--- src/rtl/instruction_fetch.sv ---
// Instruction fetch stage: PC register, combinational memory read and a 2-entry
// {pc, instr} skid FIFO feeding decode, with redirect flush and sticky misalign flag.
module instruction_fetch #(
  parameter int unsigned INS_ADDRESS = 9,
  parameter int unsigned INS_W       = 32
) (
  input  logic                   clk,
  input  logic                   rst_n,
  output logic [INS_ADDRESS-1:0] ra,
  input  logic [INS_W-1:0]       rd,
  input  logic                   redirect_valid,
  input  logic [INS_ADDRESS-1:0] redirect_pc,
  output logic                   if_valid,
  input  logic                   if_ready,
  output logic [INS_W-1:0]       if_instr,
  output logic [INS_ADDRESS-1:0] if_pc,
  output logic                   misalign_err
);

  typedef enum logic [1:0] {StEmpty, StOne, StFull} state_e;

  state_e                 state_q, state_d;
  logic [INS_ADDRESS-1:0] pc_q, pc_d;
  logic [INS_ADDRESS-1:0] head_pc_q, head_pc_d, tail_pc_q, tail_pc_d;
  logic [INS_W-1:0]       head_instr_q, head_instr_d, tail_instr_q, tail_instr_d;
  logic                   misalign_q, misalign_d;
  logic                   pop, push;

  assign pop  = if_valid & if_ready;
  assign push = ~redirect_valid & ((state_q != StFull) | pop);

  always_ff @(posedge clk or negedge rst_n) begin
    if (!rst_n) begin
      state_q      <= StEmpty;
      pc_q         <= '0;
      head_pc_q    <= '0;
      head_instr_q <= '0;
      tail_pc_q    <= '0;
      tail_instr_q <= '0;
      misalign_q   <= 1'b0;
    end else begin
      state_q      <= state_d;
      pc_q         <= pc_d;
      head_pc_q    <= head_pc_d;
      head_instr_q <= head_instr_d;
      tail_pc_q    <= tail_pc_d;
      tail_instr_q <= tail_instr_d;
      misalign_q   <= misalign_d;
    end
  end

  always_comb begin
    state_d = state_q;
    if (redirect_valid) begin
      state_d = StEmpty;
    end else begin
      case (state_q)
        StEmpty: if (push) state_d = StOne;
        StOne: begin
          if (push && !pop)      state_d = StFull;
          else if (pop && !push) state_d = StEmpty;
        end
        StFull:  if (pop && !push) state_d = StOne;
        default: state_d = StEmpty;
      endcase
    end
  end

  always_comb begin
    pc_d         = pc_q;
    head_pc_d    = head_pc_q;
    head_instr_d = head_instr_q;
    tail_pc_d    = tail_pc_q;
    tail_instr_d = tail_instr_q;
    misalign_d   = misalign_q | (redirect_valid & (|redirect_pc[1:0]));
    if (redirect_valid) begin
      pc_d = {redirect_pc[INS_ADDRESS-1:2], 2'b00};
    end else begin
      // Draining a full FIFO shifts the tail up before the new word lands in the tail.
      if (pop && state_q == StFull) begin
        head_pc_d    = tail_pc_q;
        head_instr_d = tail_instr_q;
      end
      if (push) begin
        pc_d = pc_q + INS_ADDRESS'(4);
        if (state_q == StEmpty || (state_q == StOne && pop)) begin
          head_pc_d    = pc_q;
          head_instr_d = rd;
        end else begin
          tail_pc_d    = pc_q;
          tail_instr_d = rd;
        end
      end
    end
  end

  always_comb begin
    ra           = pc_q;
    if_valid     = (state_q != StEmpty);
    if_instr     = head_instr_q;
    if_pc        = head_pc_q;
    misalign_err = misalign_q;
  end

endmodule

--- config.mk ---
export PLATFORM = sky130hd
export DESIGN_NAME = instruction_fetch
export DESIGN_NICKNAME = d
export VERILOG_FILES = /design/src/rtl/instruction_fetch.sv
export SDC_FILE = /design/constraint.sdc
export NUM_CORES = 1
export LEC_CHECK = 0
export ABC_AREA = 0
export CAP_MARGIN = 5
export CORE_MARGIN = 2
export CORE_UTILIZATION = 29
export CTS_CLUSTER_SIZE = 20
export DETAILED_ROUTE_END_ITERATION = 8
export PLACE_DENSITY_LB_ADDON = 0.05
export SKIP_LAST_GASP = 1
export SLEW_MARGIN = 20
export SYNTH_ARGS = -nofsm -noshare
export SYNTH_HDL_FRONTEND = slang
export SYNTH_SLANG_ARGS = --single-unit
--- constraint.sdc ---
create_clock -name clk -period 2.1 [get_ports clk]
set_input_delay 0.42 -clock clk [delete_from_list [all_inputs] [get_ports clk]]
set_output_delay 0.42 -clock clk [all_outputs]
set_load 0.005 [all_outputs]
==> flow_summary.ini <==
[global_route]
grt_overflow = 0
grt_pass1_vias = 3366
antenna_found_initial = 0
grt_pass1_wl_um = 18490
grtUsageTotal = 0.1508
grt_start_max_net_pins = 38

[flow_run]
maxCapViolations = 0

[synthesis]
synth.distinct_cells = 35
ys_warn_count = 0
syn_area_mm2 = 0.004237
ys_seq_elements = 90
synthCells = 354
ys_seq_area_frac = 0.5316
syn_avg_cell_area_um2 = 11.97

[clock_network]
cts_tree = done
cts_buffers = 9
clk_latency_ns = 0.34
cts_resized = 0
clockRootBuffer = clkbuf_16
cts_sinks = 90
htree_levels = 3
clk_path_buf_depth = 2
clkSlewWorstSetupHoldPaths_ns = 0.06

[setup_path]
worstSetupPathType = flip-flop to output port
worstPathRequired_ns = 1.68
critical_path_arrival_ns = 1.54
path_max_fanout = 6
cp-start-kind = flip-flop
crit_path_end_kind = output port

[placement]
post-place-ws_ns = -0.03727
dpl.cell_count = 625
dpl.hpwl_um = 7257
port_buffers = 94
globalplace.congestion = 0.6884

[die]
num_io_pins = 97
die-area_mm2 = 0.01559
core-area_mm2 = 0.01442
die_w_um = 124.9
initial_core_util = 0.2937
die_height_um = 124.9
row_count = 44

[timing]
finalCriticalPeriod_ns = 1.958
worst-slew-pin-transition_ns = 0.5652
drv_slew = 0
final_hold_viol_count = 0
finalClockSkew_ns = 0.004921
rsz0062_at_grt = no
fin_crit_sh = 0.9323
max_freq_mhz = 510.8
fin_ws_ns = 0.1423
setup_viol = 0
max_slew_margin = 0.6232

[finish]
final_common_cell = clkdlybuf4s50_1
final_cell_mix = clkdlybuf4s50_1, dfrtp_1, nor2_1, mux2_2
diodes = 0
nets = 499
post-route-util = 0.4014
syn2layout_area_growth_pct = 36.65
drive_gt1_frac = 0.2451
layoutNonFillerInstCount = 641

[power]
vdd_drop_max_uv = 428.4
power_mw = 5.314
p_leak_nw = 2.368
p_per_area_mw_per_mm2 = 917.8

[route]
wl_per_cell_um = 17.32
antenna_left = 0
drc = 0
routed-via-count = 3113
viasPerCell = 4.856
drt_pass1_iterations = 4
routed_wl_um = 11100
drt-initial-drc-count = 105

[outcome]
status = completed

[worst_hold_path]
hp-class = input pin to flip-flop
area by class of cell:
class	count	area (um^2)
Timing Repair Buffer	116	1189
Clock inverter	3	40.04
Fill cell	1395	8635
Clock buffer	12	246.5
Sequential cell	90	2252
Inverter	4	15.01
Tap cell	184	230.2
Multi-Input combinational cell	232	1817
sequential cells by signal (all words and copies together), names as in the netlist:
| name | count |
|---|---|
| if_instr | 32 |
| if_pc | 9 |
| misalign_err | 1 |
| ra | 7 |
| state_q | 2 |
| tail_instr_q | 32 |
| tail_pc_q | 7 |
what timing repair did:
action,in CTS,in global routing
buffers inserted,0,0
hold buffers,1,0
hold endpoints to repair,9,0
cell usage after synthesis:
| master | n | area [um^2] |
|---|---|---|
| nand3_1 | 2 | 10.01 |
| clkbuf_1 | 8 | 30.03 |
| conb_1 | 1 | 3.750 |
| nor3b_2 | 1 | 12.51 |
| mux2_2 | 29 | 326.6 |
| a21oi_4 | 1 | 16.27 |
| o21ai_0 | 9 | 45.04 |
| buf_4 | 8 | 60.06 |
| mux2i_1 | 10 | 100.1 |
| nor2b_1 | 2 | 12.51 |
| buf_12 | 1 | 20.02 |
| a21bo_2 | 1 | 10.01 |
| a221oi_2 | 28 | 420.4 |
| o22ai_1 | 28 | 175.2 |
| or2_2 | 1 | 6.260 |
| a21oi_2 | 1 | 8.760 |
| nor2_2 | 1 | 6.260 |
| nor2_1 | 68 | 255.2 |
| buf_6 | 1 | 11.26 |
| ha_1 | 1 | 12.51 |
| inv_2 | 1 | 3.750 |
| nor3_1 | 2 | 10.01 |
| mux2_4 | 10 | 150.1 |
| o22a_1 | 2 | 17.52 |
| nand2b_1 | 3 | 18.77 |
| dfrtp_1 | 90 | 2252 |
| a21oi_1 | 10 | 50.05 |
| xor2_1 | 2 | 17.52 |
| nand2_1 | 10 | 37.54 |
| or3_1 | 1 | 6.260 |
| inv_1 | 3 | 11.26 |
| xnor2_1 | 4 | 35.03 |
| o32a_1 | 2 | 20.02 |
| buf_2 | 11 | 55.05 |
| nor2b_2 | 1 | 8.760 |
critical path, stage by stage, from the launching register on:
cell and delay, ns:
dfrtp_1 0.48, nor2_4 0.05, inv_1 0.12, clkdlybuf4s50_1 0.55
logic make-up (layout without fill, tap and decap cells):
logic type / count (synthesis) / in the layout / synth area share
AO/OA/AOI/OAI: 82 / 82 / 0.1802
XOR/XNOR: 6 / 6 / 0.01240
adder cells (fa/ha/maj): 1 / 1 / 0.002953
buffers and inverters: 33 / 135 / 0.04519
flip-flops: 90 / 90 / 0.5316
multiplexers: 49 / 49 / 0.1361
other: 1 / 2 / 0.0008852
AND/OR/NAND/NOR: 92 / 92 / 0.09067
layer usage:
layer  wire (um)  global-route usage  share of wire  up-vias
li1            -                   -              -     1471
met1        5336              0.2030           0.48     1562
met2        5168              0.2382           0.47       68
met3         419             0.03308          0.038       12
met4         176             0.05686          0.016        0
met5           0                   0              0        -
where the power goes:
part,internal (mW),leakage (nW),total (mW),switching [mW]
logic,0.825,1.17,1.35,0.524
registers,2.12,1.05,2.36,0.238
clock network,0.946,0.142,1.61,0.660
through the flow:
step / hold WS (ns) / instance area (um^2) / TNS (ns)
6_report: 0.4595 / 5789 / 0
5_1_grt: 0.4656 / 5789 / 0
4_1_cts: 0.4568 / 5789 / 0
3_5_place_dp: 0.3601 / 5493 / -0.09440
3_3_place_gp: 0.3703 / 5493 / 0
2_1_floorplan: 0.1244 / 4240 / 0
worst paths after layout:
path | startpoint | endpoint | slack (ns) | cells past startpoint
max in group asynchronous | rst_n | tail_instr_q[6] | 1.04 | 3
hold reg to reg | misalign_err | misalign_err | 0.47 | 1
min in group asynchronous | rst_n | tail_instr_q[0] | 0.53 | 2
setup reg to reg | state_q[0] | if_instr[27] | 0.39 | 6
hold / removal | redirect_valid | state_q[1] | 0.46 | 2
setup / recovery | state_q[0] | if_valid | 0.14 | 3
(Power assumes the default switching activity.)
